### src/rtl/axis_packet_builder.sv
`default_nettype none
// ============================================================================
// Module      : axis_packet_builder
// Description : Buffers a raw valid/ready word stream in a small show-ahead
//               FIFO and re-emits it as AXI-Stream packets of PKT_LEN data
//               beats, with tlast on the final beat. The master port feeds
//               the memory block's s01_axis write port.
//
//               Optional feature (macro AXIS_PKT_CHKSUM_EN): each packet is
//               followed by one extra beat that carries the XOR of its
//               PKT_LEN data words. That checksum beat carries tlast instead
//               of the last data beat.
//
// Ports       : axis_aclk        - clock
//               axis_areset      - synchronous active-high reset
//               in_data/valid/ready          - raw input word handshake
//               m01_axis_tdata/tstrb/tvalid/tlast/tready - packet output
//               fifo_level       - registered FIFO occupancy (0..FIFO_DEPTH)
//               pkt_count        - registered count of completed packets
//
// Revision    : 1.0 - initial release
// ============================================================================
module axis_packet_builder #(
    parameter int DATA_WIDTH = 32,
    parameter int PKT_LEN    = 8,
    parameter int FIFO_DEPTH = 4,
    parameter int FIFO_AW    = 2
) (
    input  logic                    axis_aclk,
    input  logic                    axis_areset,
    input  logic [DATA_WIDTH-1:0]   in_data,
    input  logic                    in_valid,
    output logic                    in_ready,
    output logic [DATA_WIDTH-1:0]   m01_axis_tdata,
    output logic [DATA_WIDTH/8-1:0] m01_axis_tstrb,
    output logic                    m01_axis_tvalid,
    output logic                    m01_axis_tlast,
    input  logic                    m01_axis_tready,
    output logic [FIFO_AW:0]        fifo_level,
    output logic [15:0]             pkt_count
);

    localparam int                c_BEAT_W     = (PKT_LEN > 1) ? $clog2(PKT_LEN) : 1;
    localparam logic [c_BEAT_W-1:0] c_LAST_BEAT = c_BEAT_W'(PKT_LEN - 1);
    localparam logic [FIFO_AW:0]  c_FULL_LEVEL = (FIFO_AW + 1)'(FIFO_DEPTH);

    // ------------------------------------------------------------------------
    // Storage and status registers
    // ------------------------------------------------------------------------
    logic [DATA_WIDTH-1:0] r_mem [FIFO_DEPTH];
    logic [FIFO_AW-1:0]    r_wr_ptr;
    logic [FIFO_AW-1:0]    r_rd_ptr;
    logic [FIFO_AW:0]      r_level;
    logic                  r_not_full;
    logic [c_BEAT_W-1:0]   r_beat;
    logic [15:0]           r_pkt_count;

    logic                  w_empty;
    logic                  w_push;
    logic                  w_pop;
    logic                  w_data_phase;
    logic                  w_data_valid;
    logic                  w_final_beat;
    logic                  w_pkt_done;
    logic [FIFO_AW:0]      w_level_next;

    assign w_empty      = (r_level == '0);
    assign w_final_beat = (r_beat == c_LAST_BEAT);

    // r_not_full resets high so the port is ready in the very first cycle
    // after reset release; the reset term keeps it low while reset is held.
    assign in_ready = r_not_full && !axis_areset;
    assign w_push   = in_valid && in_ready;

    // Data beats are only offered in the data phase; gating with reset keeps
    // the port quiet while a flush is in progress.
    assign w_data_valid = w_data_phase && !w_empty && !axis_areset;
    assign w_pop        = w_data_valid && m01_axis_tready;

    assign w_pkt_done = m01_axis_tvalid && m01_axis_tready && m01_axis_tlast;

`ifdef AXIS_PKT_CHKSUM_EN
    // ------------------------------------------------------------------------
    // Checksum FSM: DATA streams FIFO words, CSUM presents the XOR beat
    // ------------------------------------------------------------------------
    localparam logic [0:0] c_ST_DATA = 1'b0;
    localparam logic [0:0] c_ST_CSUM = 1'b1;

    logic [0:0]            r_state;
    logic [0:0]            w_state_next;
    logic [DATA_WIDTH-1:0] r_acc;

    assign w_data_phase = (r_state == c_ST_DATA);

    always_ff @(posedge axis_aclk) begin
        if (axis_areset) begin
            r_state <= c_ST_DATA;
        end else begin
            r_state <= w_state_next;
        end
    end

    always_comb begin
        w_state_next = r_state;
        case (r_state)
            c_ST_DATA: begin
                if (w_pop && w_final_beat) begin
                    w_state_next = c_ST_CSUM;
                end
            end
            c_ST_CSUM: begin
                if (m01_axis_tready) begin
                    w_state_next = c_ST_DATA;
                end
            end
            default: w_state_next = c_ST_DATA;
        endcase
    end

    // The final data word is folded in on its own handshake, so the complete
    // checksum is already in r_acc when the CSUM beat is presented.
    always_ff @(posedge axis_aclk) begin
        if (axis_areset) begin
            r_acc <= '0;
        end else if (w_pop) begin
            r_acc <= r_acc ^ r_mem[r_rd_ptr];
        end else if (r_state == c_ST_CSUM && m01_axis_tready) begin
            r_acc <= '0;
        end
    end

    always_comb begin
        m01_axis_tvalid = 1'b0;
        m01_axis_tdata  = '0;
        m01_axis_tlast  = 1'b0;
        if (w_data_valid) begin
            m01_axis_tvalid = 1'b1;
            m01_axis_tdata  = r_mem[r_rd_ptr];
        end else if (r_state == c_ST_CSUM && !axis_areset) begin
            m01_axis_tvalid = 1'b1;
            m01_axis_tdata  = r_acc;
            m01_axis_tlast  = 1'b1;
        end
    end
`else
    assign w_data_phase = 1'b1;

    always_comb begin
        m01_axis_tvalid = 1'b0;
        m01_axis_tdata  = '0;
        m01_axis_tlast  = 1'b0;
        if (w_data_valid) begin
            m01_axis_tvalid = 1'b1;
            m01_axis_tdata  = r_mem[r_rd_ptr];
            m01_axis_tlast  = w_final_beat;
        end
    end
`endif

    assign m01_axis_tstrb = {(DATA_WIDTH/8){m01_axis_tvalid}};

    // ------------------------------------------------------------------------
    // FIFO
    // ------------------------------------------------------------------------
    always_comb begin
        w_level_next = r_level;
        if (w_push && !w_pop) begin
            w_level_next = r_level + (FIFO_AW + 1)'(1);
        end else if (!w_push && w_pop) begin
            w_level_next = r_level - (FIFO_AW + 1)'(1);
        end
    end

    // Storage needs no reset: pointers and level define what is valid.
    always_ff @(posedge axis_aclk) begin
        if (w_push) begin
            r_mem[r_wr_ptr] <= in_data;
        end
    end

    always_ff @(posedge axis_aclk) begin
        if (axis_areset) begin
            r_wr_ptr   <= '0;
            r_rd_ptr   <= '0;
            r_level    <= '0;
            r_not_full <= 1'b1;
        end else begin
            if (w_push) begin
                r_wr_ptr <= r_wr_ptr + FIFO_AW'(1);
            end
            if (w_pop) begin
                r_rd_ptr <= r_rd_ptr + FIFO_AW'(1);
            end
            r_level    <= w_level_next;
            r_not_full <= (w_level_next != c_FULL_LEVEL);
        end
    end

    // ------------------------------------------------------------------------
    // Beat and packet counters
    // ------------------------------------------------------------------------
    always_ff @(posedge axis_aclk) begin
        if (axis_areset) begin
            r_beat      <= '0;
            r_pkt_count <= '0;
        end else begin
            if (w_pop) begin
                r_beat <= w_final_beat ? '0 : r_beat + c_BEAT_W'(1);
            end
            if (w_pkt_done) begin
                r_pkt_count <= r_pkt_count + 16'd1;
            end
        end
    end

    assign fifo_level = r_level;
    assign pkt_count  = r_pkt_count;

endmodule
`default_nettype wire

### config.mk
export PLATFORM = sky130hd
export DESIGN_NAME = axis_packet_builder
export DESIGN_NICKNAME = d
export VERILOG_FILES = /design/src/rtl/axis_packet_builder.sv
export SDC_FILE = /design/constraint.sdc
export NUM_CORES = 1
export LEC_CHECK = 0
export ABC_CLOCK_PERIOD_IN_PS = 2100
export BUFFER_PORTS_ARGS = -buffer_cell sky130_fd_sc_hd__buf_2
export CORE_MARGIN = 2
export CORE_UTILIZATION = 51
export CTS_CLUSTER_DIAMETER = 150
export DETAILED_ROUTE_END_ITERATION = 16
export GPL_ROUTABILITY_DRIVEN = 0
export PLACE_DENSITY = 0.74
export SKIP_CTS_REPAIR_TIMING = 1
export SLEW_MARGIN = 20
export SYNTH_ARGS = -nofsm -noshare
export SYNTH_HDL_FRONTEND = slang
export SYNTH_SLANG_ARGS = --single-unit
### constraint.sdc
create_clock -name axis_aclk -period 2.1 [get_ports axis_aclk]
set_input_delay 0.21 -clock axis_aclk [delete_from_list [all_inputs] [get_ports axis_aclk]]
set_output_delay 0.21 -clock axis_aclk [all_outputs]
set_load 0.03 [all_outputs]
# Word level (Yosys, flattened, before mapping)
# Memories as Yosys holds them, arrays and structs flattened. A register that Yosys moved wholly into a read port is not among the register bits.
# Cells that the tools add are included.
# classes
eq_ne	2
n_mux	10
add_sub_neg	6
reduce_logical	13
# ops
cell	n
$mux 32	1
$add 16x1->16 const B	1
$mux 3	3
$logic_and 1x1->1	8
$add 3x1->3 const B	2
$add 2x1->2 const B	2
$logic_not 1->1	4
$mux 1	4
$mux 2	2
$eq 3x3->1 const B	1
$logic_not 3->1	1
$ne 3x3->1 const B	1
$sub 3x1->3 const B	1
# totals
wordCells	38
input_bits	36
out_inout_bits	58
mem_count	1
mem_bits_rw	128
reg_bits	27
# mem_list
memory	depth	word_bits	rd	rd_ports_with_merged_regs	wr	line	source
r_mem	4	32	1	1	1	50	logic [DATA_WIDTH-1:0] r_mem [FIFO_DEPTH];

# Logic depth before layout (Yosys ltp)
# Gate-level depths: netlist of the first run.
# depth
word_depth	8
depth_mapped	8
mapped_depth_nobuf	6

# Worst setup path after synthesis of the first run
# Ideal clock, no wire load.
# synth_path
path_kind	register to output
start	register r_level[0], in the netlist fifo_level[0]
end	output port m01_axis_tdata[22]
path_buffers	2
arrival_ns	2.311
path_stages_with_launch	8
setup_slack_ns	-0.421
t_required_ns	1.890
cell_sequence	dfxtp_1 > inv_1 > ha_1 > and2b_1 > buf_6 > nor2_1 > clkbuf_1 > and2_1
# synth_between
elab_chain_len	4
# synth_rtl
element	line	source
start: declaration	53	logic [FIFO_AW:0] r_level;
start signal: assignment	194	r_level <= w_level_next;
$logic_not 3->1	67	assign w_empty = (r_level == '0);
$logic_not 1->1	77	assign w_data_valid = w_data_phase && !w_empty && !axis_areset;
$logic_and 1x1->1	77	
$mux 32	152	if (w_data_valid) begin
end: declaration	34	output logic [DATA_WIDTH-1:0] m01_axis_tdata,
# Every way passes these cells.

# Worst setup path in the final report of the first run
# layout_path
start	register r_level[0], in the netlist fifo_level[0]
end	output port m01_axis_tdata[27]
# The elaborated chain is that of the path after synthesis.

==> flow_summary.yaml, run 1 <==
logic_synthesis:
  synth-main-ff-cell: "edfxtp_1"
  synth_top_area_cell: "edfxtp_1"
  synth-warning-count: 0
  syn-num-nets: 419
  synth_top_area_share: 0.607
  synth_seq_area_share: 0.699
  synth.avg_cell_area_um2: 17.0
  async_flop_share: 0
  synth_cell_types: 43
  yosys-top-cells-area: "edfxtp_1 61%, mux4_2 11%, dfxtp_1 9.2%"
  syn_area_um2: 6330
  synthTopCellsByCount: "128 x edfxtp_1, 38 x and2_1, 32 x mux4_2, 29 x dfxtp_1, 18 x nor2_1"
  ys_seq_elements: 157
  synth.most_common_cell: "edfxtp_1"
  synth_cells: 373
  synth_edf_count: 128
cts:
  numCtsBuffers: 17
  clock-sinks: 157
  clk_pin_slew_ps: 60
  cts_tree: "built"
  clock-root-buffer: "clkbuf_16"
  cts_buffer_depth: 2
  clk_latency_ps: 420
  cts_max_level: 4
drt:
  wl_um: 12400
  postRouteAntennaNets: 0
  wl_per_cell_um: 18.0
  drt-initial-drc-count: 227
  dr.pass1.iters: 4
  routed_via_density: 5.32
  remaining_drc_errors: 0
  vias: 3656
place:
  dp_hpwl_um: 7380
  io_buffers: 93
  dp_cells: 633
die:
  die_x_um: 115
  core_area_um2: 12100
  num_rows: 40
  die_h_um: 115
  die_area_um2: 13300
  io-pin-count: 94
  start_util: 0.525
final_layout:
  regArea_um2: 4430
  n_fill_cell: 778
  nets: 552
  multiInputGateArea_um2: 1860
  final_cell_count_no_fill: 687
  layout-drive-gt1-share: 0.445
  antenna_cells: 0
  area_delta_synth_final_pct: 31.0
timing:
  drv_slew: 0
  timing.fmax_ghz: 0.449
  hold_violations: 0
  period_share: 1.06
  tightest_slew_ps: 396
  layout_min_cycle_time_ps: 2230
  relSlewSlack: 0.735
  setup_viol: 35
  rsz0062_at_grt: "yes"
  tns_ps: -3380
  skew_ps: 7.07
  layout_setup_ws_ps: -125
run:
  maxCapViolCount: 0
worst_setup_path:
  crit_arrival_ps: 2020
  startpoint: "fifo_level[0]"
  path_class: "reg2out"
  worstPathMaxFanout: 11
  worstSetupStartpointType: "register"
  r2r-start: "fifo_level[0]"
  required_ps: 1890
  worstSetupEndpointType: "output port"
power:
  power.static_leakage_nw: 3.02
  total_power_mw: 8.18
  peakVddDrop_mv: 0.522
  power.density_nw_per_um2: 987
global_route:
  antenna_found_initial: 0
  grt_pass1_wl_um: 17700
  overflow: 0
  grt_max_degree: 23
  grt_usage: 0.183
  grt_pass1_vias: 3588
run_status:
  violations: "negative setup slack"
  outcome: "complete, but fails checks"
min_path:
  hp-start: "in_data[20]"
  worstHoldPathType: "in2reg"
## worst paths after layout
path                             end  slack [ps]  cells after the start
setup / recovery  m01_axis_tdata[27]        -130                      9
hold / removal          r_mem[3][20]           5                      1
setup reg to reg       pkt_count[12]          70                      7
hold reg to reg            r_beat[2]         490                      2
## area by class of cell
| type | count | area share |
|---|---|---|
| timing repair buffer | 135 | 0.142 |
| clock buffer | 20 | 0.0527 |
| tap | 168 | 0.0254 |
| sequential | 157 | 0.535 |
| clock inverter | 12 | 0.0175 |
| inverter | 6 | 0.00332 |
| multi-input combinational | 189 | 0.224 |
## worst max-delay path: stages, from the launching register on
cell	delay, ps
dfxtp_4	370
inv_4	50
ha_4	150
and2b_2	200
buf_6	130
nor2_4	120
buf_12	150
buf_8	130
and2_1	150
buf_6	140
## placed cells by master, fill, tap and decap left out, types with 7 or more instances in the layout
cell type        n
buf_2           56
a21oi_1          7
nor2_1          17
and2_4          28
clkbuf_16       19
ha_1             9
mux4_2          32
dfxtp_1         25
nand3_1          8
nand2_1         13
edfxtp_1       128
buf_4           20
dlygate4sd3_1   13
buf_6           34
xnor2_1          9
buf_12           8
## metrics by stage
step           area (um^2)  utilization  hold slack (ps)  setup slack [ps]
3_3_place_gp          7110        0.590              420               166
3_5_place_dp          7110        0.590              427               124
5_1_grt               8290        0.687            -2.73              -206
6_report              8290        0.687             5.09              -125
4_1_cts               7690        0.638            -15.6              -247
2_1_floorplan         6340            -              309              21.3
## power breakdown
part / internal [mW] / switching, mW / total [mW]
sequential: 3.49 / 0.0547 / 3.55
clock: 1.86 / 1.15 / 3.00
combinational: 0.811 / 0.820 / 1.63
total: 6.16 / 2.02 / 8.18
## logic make-up after synthesis
family / share of synthesized area
DFF: 0.699
and+or+nand+nor: 0.102
buffers and inverters: 0.0227
AOI/OAI and AO/OA: 0.0172
muxes: 0.123
adders and majority gates: 0.0198
xor gates and xnor gates: 0.0166
## registers in the layout, indices dropped and copies added, names as in the netlist, named ones only
register,count
fifo_level,3
pkt_count,16
r_beat,3
r_mem,128
r_not_full,1
r_rd_ptr,2
r_wr_ptr,2
## routing by layer
metal | GRT usage | share of wire
met5 | 0 | 0
met4 | 0.0683 | 0.014
met3 | 0.0633 | 0.043
met2 | 0.312 | 0.54
met1 | 0.216 | 0.40
(Power assumes the default switching activity.)
==> run 2: changes to the inputs <==
--- a/config.mk
+++ b/config.mk
@@ -7,12 +7,13 @@
 export LEC_CHECK = 0
 export ABC_CLOCK_PERIOD_IN_PS = 2100
 export BUFFER_PORTS_ARGS = -buffer_cell sky130_fd_sc_hd__buf_2
-export CORE_MARGIN = 2
 export CORE_UTILIZATION = 51
 export CTS_CLUSTER_DIAMETER = 150
 export DETAILED_ROUTE_END_ITERATION = 16
 export GPL_ROUTABILITY_DRIVEN = 0
+export HOLD_SLACK_MARGIN = 0.1
 export PLACE_DENSITY = 0.74
+export RECOVER_POWER = 25
 export SKIP_CTS_REPAIR_TIMING = 1
 export SLEW_MARGIN = 20
 export SYNTH_ARGS = -nofsm -noshare
==> run 2 against run 1 <==
Compared with the run above: the flow still finishes with violations (negative setup slack); core utilization increased by 1.8 points; total power increased by 0.69%; register-to-register slack about the same; clock power decreased by 1%; critical path type unchanged; highest routed layer unchanged.
==> flow_summary.yaml, run 2 (synthesis gave the netlist of run 1 again) <==
final_layout:
  final_common_cell: "edfxtp_1"
  area_delta_synth_final_pct: 34.4
  layout-drive-gt1-share: 0.406
  multiInputGateArea_um2: 1870
  largest_reg_flops: 128
  n_fill_cell: 781
  antenna_cells: 0
  final_cell_count_no_fill: 710
  nets: 575
  final_cell_mix: "128 x edfxtp_1, 37 x buf_6, 34 x buf_2, 33 x dlygate4sd3_1, 32 x mux4_2"
  final_core_util: 0.705
  regArea_um2: 4430
  regMostFlops: "r_mem"
timing:
  hold_violations: 0
  rsz0062_at_grt: "yes"
  tns_ps: -3740
  layout_min_cycle_time_ps: 2240
  relSlewSlack: 0.716
  skew_ps: 11.0
  setup_viol: 37
  period_share: 1.07
  layout_setup_ws_ps: -140
  timing.fmax_ghz: 0.447
  tightest_slew_ps: 425
  drv_slew: 0
cts:
  clock-sinks: 157
  clk_pin_slew_ps: 60
  clk_latency_ps: 430
  cts_tree: "built"
  cts_buffer_depth: 2
  clock-root-buffer: "clkbuf_16"
  numCtsBuffers: 17
  cts_max_level: 4
die:
  io-pin-count: 94
  die_x_um: 113
  core_area_um2: 12100
  die_h_um: 113
  num_rows: 40
  start_util: 0.525
  die_area_um2: 12900
global_route:
  grt_pass1_vias: 3643
  antenna_found_initial: 0
  grt_pass1_wl_um: 18400
  grt_usage: 0.196
  grt_max_degree: 39
  overflow: 0
power:
  switchingPower_mw: 2.14
  total_power_mw: 8.24
  p_seq_frac: 0.430
  p_int_mw: 6.09
  pwr-share-comb: 0.211
  peakVddDrop_mv: 0.581
  power.density_nw_per_um2: 969
  power.static_leakage_nw: 3.06
  p_sw_frac: 0.260
  pwr-share-clk: 0.359
worst_setup_path:
  r2r_cells: 7
  r2r-start: "fifo_level[0]"
  required_ps: 1890
  path_class: "reg2out"
  crit_arrival_ps: 2030
  ff2ff_setup_slack_ps: 80
  worstSetupStartpointType: "register"
  worstPathMaxFanout: 9
  worstSetupEndpointType: "output port"
  r2r-end: "pkt_count[8]"
min_path:
  worstHoldPathType: "in2reg"
  min_to: "r_wr_ptr[1]"
  hold_depth: 3
  hp-start: "in_valid"
place:
  dp_hpwl_um: 7560
  dp_cells: 633
  io_buffers: 93
drt:
  vias: 3783
  drt-initial-drc-count: 281
  dr.pass1.iters: 4
  remaining_drc_errors: 0
  postRouteAntennaNets: 0
  wl_per_cell_um: 18.6
  wl_um: 13200
  routed_via_density: 5.33
run_status:
  violations: "negative setup slack"
  outcome: "complete, but fails checks"
run:
  maxCapViolCount: 0
[run 2: cell count changes in the layout (fill, tap and decap cells not counted), moves of 2 or more]
cell | previous run | this run
dlygate4sd3_1 | 13 | 33
buf_2 | 56 | 34
buf_6 | 34 | 37
clkinv_4 | 1 | 3
clkinv_1 | 2 | 0
clkbuf_1 | 3 | 21
clkinv_2 | 3 | 6
[run 2: worst max path at each step]
| stage | start | to | slack [ps] | cells past startpoint |
|---|---|---|---|---|
| after floorplan | fifo_level[0] | pkt_count[8] | 20 | 8 |
| after global placement | fifo_level[0] | pkt_count[14] | 150 | 6 |
| after detailed placement | fifo_level[0] | pkt_count[8] | 80 | 6 |
| after CTS | fifo_level[0] | m01_axis_tdata[28] | -250 | 8 |
| after global routing | fifo_level[0] | m01_axis_tdata[11] | -210 | 9 |
| final | fifo_level[0] | m01_axis_tdata[11] | -140 | 9 |
[run 2: per-stage QoR]
step	hold WS [ps]	worst slack, ps	cell area [um^2]
finish	105	-140	8500
global route	114	-209	8500
CTS	-18.9	-254	7700
detailed placement	427	79.1	7120
global placement	422	150	7120
floorplan	309	21.3	6340
[run 2: critical path, cell delays in order (launching register included)]
cell	delay, ps
dfxtp_4	370
inv_4	50
ha_4	150
and2b_2	200
buf_6	120
nor2_4	120
buf_12	150
buf_8	140
and2_1	160
buf_6	140
[run 2: layer usage]
metal,global-route usage,part of all wire,up-vias,wire (um)
met4,0.0965,0.016,0,207
li1,-,-,1745,-
met3,0.0484,0.046,13,608
met2,0.336,0.52,122,6920
met5,0,0,-,0
met1,0.234,0.41,1903,5450
[run 2: power by group through the flow]
stage | clock, mW | sequential (mW) | combinational, mW
detailed placement | 0 | 3.61 | 1.19
CTS | 2.98 | 3.54 | 1.20
global route | 3.11 | 3.55 | 1.84
global placement | 0 | 3.60 | 1.17
finish | 2.96 | 3.54 | 1.74
floorplan | 0 | 3.62 | 0.818
[run 2: cell type report]
type | count | share of cell area
Clock buffer | 17 | 0.0500
Clock inverter | 15 | 0.0174
Inverter | 6 | 0.00294
Multi-Input combinational cell | 189 | 0.220
Sequential cell | 157 | 0.522
Tap cell | 168 | 0.0247
Timing Repair Buffer | 158 | 0.164
